===== src/rtl/q2_sequencer.sv =====
// q2 control sequencer: fetch/decode/execute micro-sequencing of the bit-slice
// strobes, front-panel run/step/deposit, and the memory handshake with timeout.
module q2_sequencer #(
  parameter int unsigned TIMEOUT = 15,
  parameter int unsigned SETTLE  = 1
) (
  input  logic       clk,
  input  logic       nrst,
  input  logic [2:0] op,
  input  logic       xzero,
  input  logic       run,
  input  logic       step,
  input  logic       dep_req,
  input  logic       mem_rdy,
  output logic       mem_rd,
  output logic       mem_wr,
  output logic       ir_load,
  output logic       rdp,
  output logic       rdx,
  output logic       rda,
  output logic       dep,
  output logic       wra,
  output logic       wrx,
  output logic       incp_clk,
  output logic       nwrp,
  output logic       xin_zero,
  output logic       xin_shift,
  output logic       xin_p,
  output logic       xin_dbus,
  output logic       halted,
  output logic       err
);
  localparam int unsigned CW = $clog2(TIMEOUT + 1);

  localparam logic [2:0] OP_LDA = 3'd0;
  localparam logic [2:0] OP_STA = 3'd1;
  localparam logic [2:0] OP_LDX = 3'd2;
  localparam logic [2:0] OP_SHX = 3'd3;
  localparam logic [2:0] OP_JMP = 3'd4;
  localparam logic [2:0] OP_CLX = 3'd5;
  localparam logic [2:0] OP_SKZ = 3'd6;

  typedef enum logic [3:0] {
    IDLE, F_ADDR, F_WAIT, F_LATCH, F_INCP, DECODE, E_ADDR, E_WAIT, E_DO,
    DEP_ADDR, DEP_WAIT, DEP_INCP, HALT
  } state_e;

  typedef struct packed {
    logic mem_rd, mem_wr, ir_load, rdp, rdx, rda, dep, wra, wrx, incp_clk;
    logic nwrp, xin_zero, xin_shift, xin_p, xin_dbus, halted;
  } out_t;

  localparam out_t OUT_RST = '{nwrp: 1'b1, halted: 1'b1, default: 1'b0};

  state_e        state_q, state_d;
  logic [CW-1:0] cnt_q, cnt_d;
  logic          step_q, step_d;
  logic          err_q, err_d;
  out_t          out_q, out_d;
  logic          exec_done;

  // Next-state: cnt_q doubles as settle counter, wait counter and execute phase.
  always_comb begin
    state_d   = state_q;
    cnt_d     = cnt_q;
    step_d    = step_q;
    err_d     = err_q;
    exec_done = 1'b0;
    case (state_q)
      IDLE: begin
        if (dep_req) begin
          state_d = DEP_ADDR;
          cnt_d   = '0;
        end else if (run || step) begin
          state_d = F_ADDR;
          cnt_d   = '0;
          step_d  = step;
        end
      end
      F_ADDR, E_ADDR, DEP_ADDR: begin
        if (cnt_q == CW'(SETTLE - 1)) begin
          cnt_d   = '0;
          state_d = (state_q == F_ADDR) ? F_WAIT :
                    (state_q == E_ADDR) ? E_WAIT : DEP_WAIT;
        end else begin
          cnt_d = cnt_q + CW'(1);
        end
      end
      F_WAIT, E_WAIT, DEP_WAIT: begin
        if (mem_rdy) begin
          cnt_d = '0;
          if (state_q == F_WAIT)        state_d = F_LATCH;
          else if (state_q == DEP_WAIT) state_d = DEP_INCP;
          else if (op == OP_STA)        exec_done = 1'b1;
          else                          state_d = E_DO;
        end else if (cnt_q == CW'(TIMEOUT - 1)) begin
          state_d = HALT;
          err_d   = 1'b1;
        end else begin
          cnt_d = cnt_q + CW'(1);
        end
      end
      F_LATCH:  state_d = F_INCP;
      F_INCP:   state_d = DECODE;
      DECODE: begin
        cnt_d = '0;
        case (op)
          OP_LDA, OP_STA, OP_LDX: state_d = E_ADDR;
          OP_SHX, OP_JMP, OP_CLX, OP_SKZ: state_d = E_DO;
          default: state_d = HALT;
        endcase
      end
      E_DO: begin
        // LDX/SHX/JMP/CLX need a second cycle: select first, then the pulse.
        if (cnt_q == ((op inside {OP_LDX, OP_SHX, OP_JMP, OP_CLX}) ? CW'(1) : CW'(0)))
          exec_done = 1'b1;
        else
          cnt_d = cnt_q + CW'(1);
      end
      DEP_INCP: state_d = IDLE;
      default:  state_d = HALT;
    endcase
    if (exec_done) begin
      cnt_d = '0;
      if (step_q || !run) begin
        state_d = IDLE;
        step_d  = 1'b0;
      end else begin
        state_d = F_ADDR;
      end
    end
  end

  // Outputs are decoded from the next state so they come straight off flops.
  always_comb begin
    out_d      = '0;
    out_d.nwrp = 1'b1;
    case (state_d)
      IDLE, HALT: out_d.halted = 1'b1;
      F_ADDR:     out_d.rdp = 1'b1;
      F_WAIT:     begin out_d.rdp = 1'b1; out_d.mem_rd = 1'b1; end
      F_LATCH:    begin out_d.rdp = 1'b1; out_d.ir_load = 1'b1; end
      F_INCP:     out_d.incp_clk = 1'b1;
      E_ADDR, E_WAIT: begin
        case (op)
          OP_LDA:  out_d.rdx = 1'b1;
          OP_STA:  begin out_d.rdx = 1'b1; out_d.rda = 1'b1; end
          default: begin out_d.rdp = 1'b1; out_d.xin_dbus = 1'b1; end
        endcase
        if (state_d == E_WAIT) begin
          out_d.mem_wr = (op == OP_STA);
          out_d.mem_rd = (op != OP_STA);
        end
      end
      E_DO: begin
        case (op)
          OP_LDA: begin out_d.rdx = 1'b1; out_d.wra = 1'b1; end
          OP_LDX: begin
            if (cnt_d == '0) begin
              out_d.rdp      = 1'b1;
              out_d.xin_dbus = 1'b1;
              out_d.wrx      = 1'b1;
            end else begin
              out_d.incp_clk = 1'b1;
            end
          end
          OP_SHX: begin out_d.xin_shift = 1'b1; out_d.wrx = (cnt_d != '0); end
          OP_JMP: begin out_d.rdx = 1'b1; out_d.nwrp = (cnt_d == '0); end
          OP_CLX: begin out_d.xin_zero = 1'b1; out_d.wrx = (cnt_d != '0); end
          OP_SKZ: out_d.incp_clk = xzero;
          default: ;
        endcase
      end
      DEP_ADDR: begin out_d.rdp = 1'b1; out_d.dep = 1'b1; end
      DEP_WAIT: begin out_d.rdp = 1'b1; out_d.dep = 1'b1; out_d.mem_wr = 1'b1; end
      DEP_INCP: out_d.incp_clk = 1'b1;
      default: ;
    endcase
  end

  always_ff @(posedge clk or negedge nrst) begin
    if (!nrst) begin
      state_q <= IDLE;
      cnt_q   <= '0;
      step_q  <= 1'b0;
      err_q   <= 1'b0;
      out_q   <= OUT_RST;
    end else begin
      state_q <= state_d;
      cnt_q   <= cnt_d;
      step_q  <= step_d;
      err_q   <= err_d;
      out_q   <= out_d;
    end
  end

  assign mem_rd    = out_q.mem_rd;
  assign mem_wr    = out_q.mem_wr;
  assign ir_load   = out_q.ir_load;
  assign rdp       = out_q.rdp;
  assign rdx       = out_q.rdx;
  assign rda       = out_q.rda;
  assign dep       = out_q.dep;
  assign wra       = out_q.wra;
  assign wrx       = out_q.wrx;
  assign incp_clk  = out_q.incp_clk;
  assign nwrp      = out_q.nwrp;
  assign xin_zero  = out_q.xin_zero;
  assign xin_shift = out_q.xin_shift;
  assign xin_p     = out_q.xin_p;
  assign xin_dbus  = out_q.xin_dbus;
  assign halted    = out_q.halted;
  assign err       = err_q;

endmodule


===== config.mk =====
export PLATFORM = sky130hd
export DESIGN_NAME = q2_sequencer
export DESIGN_NICKNAME = d
export VERILOG_FILES = /design/src/rtl/q2_sequencer.sv
export SDC_FILE = /design/constraint.sdc
export NUM_CORES = 1
export LEC_CHECK = 0
export ABC_CLOCK_PERIOD_IN_PS = 3260
export CORE_MARGIN = 2
export CORE_UTILIZATION = 56
export CTS_BUF_LIST = sky130_fd_sc_hd__clkbuf_8
export DETAILED_ROUTE_END_ITERATION = 12
export GPL_TIMING_DRIVEN = 0
export HOLD_SLACK_MARGIN = 0.12
export PLACE_DENSITY = 0.94
export SYNTH_ARGS = -nofsm -noshare
export SYNTH_HDL_FRONTEND = slang
export SYNTH_SLANG_ARGS = --single-unit

===== constraint.sdc =====
create_clock -name clk -period 3.26 [get_ports clk]
set_clock_uncertainty 0.05 [all_clocks]
set_input_delay 0.652 -clock clk [delete_from_list [all_inputs] [get_ports clk]]
set_output_delay 0.652 -clock clk [all_outputs]
set_load 0.01 [all_outputs]

==> reports/summary.txt <==
Outcome = finished clean
Ys async rst share = 100.0%
Vias per cell = 6.506
Worst setup SP type = input pin
Max Clk Rate = 325.0 MHz
Largest regs = cnt_q (4), state_q (4)
Top_reg_cell synth = dfrtp_1
Final-stage net count = 226
Rel. slew slack = 27.32%
Worst hold slack = 437.4 ps
Critical path's slowest cell = clkdlybuf4s50_1
Setup TNS = 0 ps
Combinational share of power = 49.1%
GRT Total Usage = 25.36%
Worst path depth = 8
CP Cell Sequence = clkdlybuf4s50_1 > xor3_1 > o41a_1 > o311ai_1 > o211ai_1 > or3_1 > mux2i_1 > o21ai_1
WS Path Type = input pin to flip-flop
Area share of the largest cell type after synthesis = 33.26%
Area delta synth->final = 20.61%
Initial Util = 57.63%
Number of synthesized flops with an enable pin = 0
Seq/Total Area, Yosys = 36.30%
Diode count = 0
Synth cell types = 65
Finished Layout Cells = 245
Worst-path clk slew = 90 ps
Hold Crit Depth = 1
Post-synth top area cell = dfrtp_1
DRT Pass-1 Iters = 4
Fillers = 231
Die W = 59.59 µm
Leak = 0.0008918 µW
Final Max Slew Viols = 0
Chip Height = 59.59 µm
Initial antenna violation count = 0
Yosys warnings = 0
CP max FO = 3
Core Box Area = 3003 µm²
Syn_area_per_cell = 9.456 µm²
Worst min-delay path class = flip-flop to flip-flop
Final setup viols = 0
Pint = 677.9 µW
Grt total ovfl = 0
FF+latch count, synth = 25
Detail Placement HPWL = 3125 µm
Total Power = 1158 µW
Sw Share = 41.48%
Clock Sinks = 25
Initial drt markers = 120
CTS Root Cell = clkbuf_8
Unrepaired setup endpoints after global routing = no
Vias in the first global route = 1402
Clock power share = 16.3%
Max-capacitance violation count = 0
CP max stage delay = 480 ps
Largest net degree at the start of global routing = 26
Commonest non-fill, non-tap cells in the layout = clkdlybuf4s50_1 (25), dfrtp_1 (23), nor2_1 (11)
Dpl cells = 241
CTS H-Tree Depth = 1
Remaining antenna violation count after routing = 0
NetSw = 480.6 µW
Crit path required time = 3360 ps
Row count = 20
Clk_lat worst skew = 270 ps
CTS Buf Count = 3
Post-route cell area = 2087 µm²
Drt total wl = 4127 µm
CTS tree = done
Vias = 1594
Placer congestion estimate = 0.9606
Layout cells sized above 1 = 17.45%
Final cycle utilization of the critical path = 94.40%
# port buffers = 25
Clk buf depth = 2
Die ar. = 3550 µm²
Reg-to-reg startpoint = state_q[0]$_DFF_PN0_
Mapped cell area = 1730 µm²
Hold Crit Start = err$_DFFE_PN0P_
Period minus WS final = 3077 ps
Final hold violations = 0
Leading post-synthesis cells by cell area = dfrtp_1 (33%), dfstp_2 (3.0%), a21oi_1 (2.6%)
Cell Pwr Density = 555.1 nW/µm²
Top cell family by delay on the critical path = compound AO/OA/AOI/OAI gates
Worst R2R Path Depth = 8
Sequential share of power = 34.6%
Syn_nets = 196
Syn Inst Count = 183
Routed WL per cell = 16.84 µm
DRC Markers = 0
Arrival time worst endpoint = 3180 ps
Slew @ Worst Pin = 1087 ps
Post-Place Cell Area = 2022 µm²
Maximum VDD drop = 0.0003264 V
First-pass GRT wire length = 6837 µm
CP startpoint = op[1]
Worst Setup End Kind = flip-flop
I/O pin count = 27
CP bufs+invs = 1
Most common cell after layout, fill and taps aside = clkdlybuf4s50_1
-- cells in the mapped netlist, types with 5 or more instances --
master,n
a21oi_1,9
and3_1,5
buf_2,7
dfrtp_1,23
inv_1,7
nand2_1,9
nand3_1,6
nor2_1,11
nor3_1,5
-- cell type report --
cell class | count | area, µm² | area share [%]
Multi-Input combinational cell | 136 | 993.5 | 47.60
Sequential cell | 25 | 628.1 | 30.10
Timing Repair Buffer | 25 | 250.2 | 11.99
Buffer | 15 | 98.84 | 4.736
Clock buffer | 3 | 41.29 | 1.978
Tap cell | 33 | 41.29 | 1.978
Inverter | 7 | 26.28 | 1.259
Clock inverter | 1 | 7.507 | 0.3597
-- layer usage --
layer	vias to the layer above	track usage, %	part of all wire (%)
li1	754	-	-
met1	764	35.35	43
met2	67	41.76	49
met3	9	3.057	6.3
met4	0	6.667	1.0
met5	-	0	0
-- power by group through the flow --
| stage | combinational, µW | sequential, µW | clock, µW |
|---|---|---|---|
| 6_report | 569 | 400 | 189 |
| 5_1_grt | 627 | 407 | 197 |
| 4_1_cts | 554 | 397 | 189 |
| 3_5_place_dp | 552 | 403 | 0 |
| 3_3_place_gp | 535 | 400 | 0 |
| 2_1_floorplan | 417 | 397 | 0 |
-- path summary, 6_finish.rpt --
kind	to	slack, ps
max in group asynchronous	wrx$_DFF_PN0_	1590
min reg2reg	err$_DFFE_PN0P_	440
min in group asynchronous	state_q[3]$_DFF_PN0_	910
min	err$_DFFE_PN0P_	440
max	incp_clk$_DFF_PN0_	180
max reg2reg	rdp$_DFF_PN0_	320
-- logic make-up (layout without fill, tap and decap cells) --
| kind of cell | Yosys count | after routing | synth area share, % |
|---|---|---|---|
| compound gates | 55 | 55 | 25.45 |
| xor+xnor | 1 | 1 | 1.374 |
| fa+ha+maj | 3 | 3 | 2.169 |
| buf+inv | 22 | 51 | 7.231 |
| flops | 25 | 25 | 36.30 |
| mux | 1 | 1 | 0.5785 |
| other cells | 1 | 1 | 0.2167 |
| simple gates | 75 | 75 | 26.68 |
-- through the flow --
stage | util (%) | setup slack (ps)
floorplan | - | 572.3
global placement | 67.33 | -110.4
detailed placement | 67.33 | -181.2
CTS | 68.96 | 88.02
global route | 69.50 | 37.99
finish | 69.50 | 182.7
-- what timing repair did --
item | 4_1_cts | 5_1_grt
setup endpoints to repair | 0 | 9
setup buffers | 0 | 0
resized for setup | 0 | 5
hold buffers | 0 | 0
Note: power is estimated with default switching activity, not from simulation.
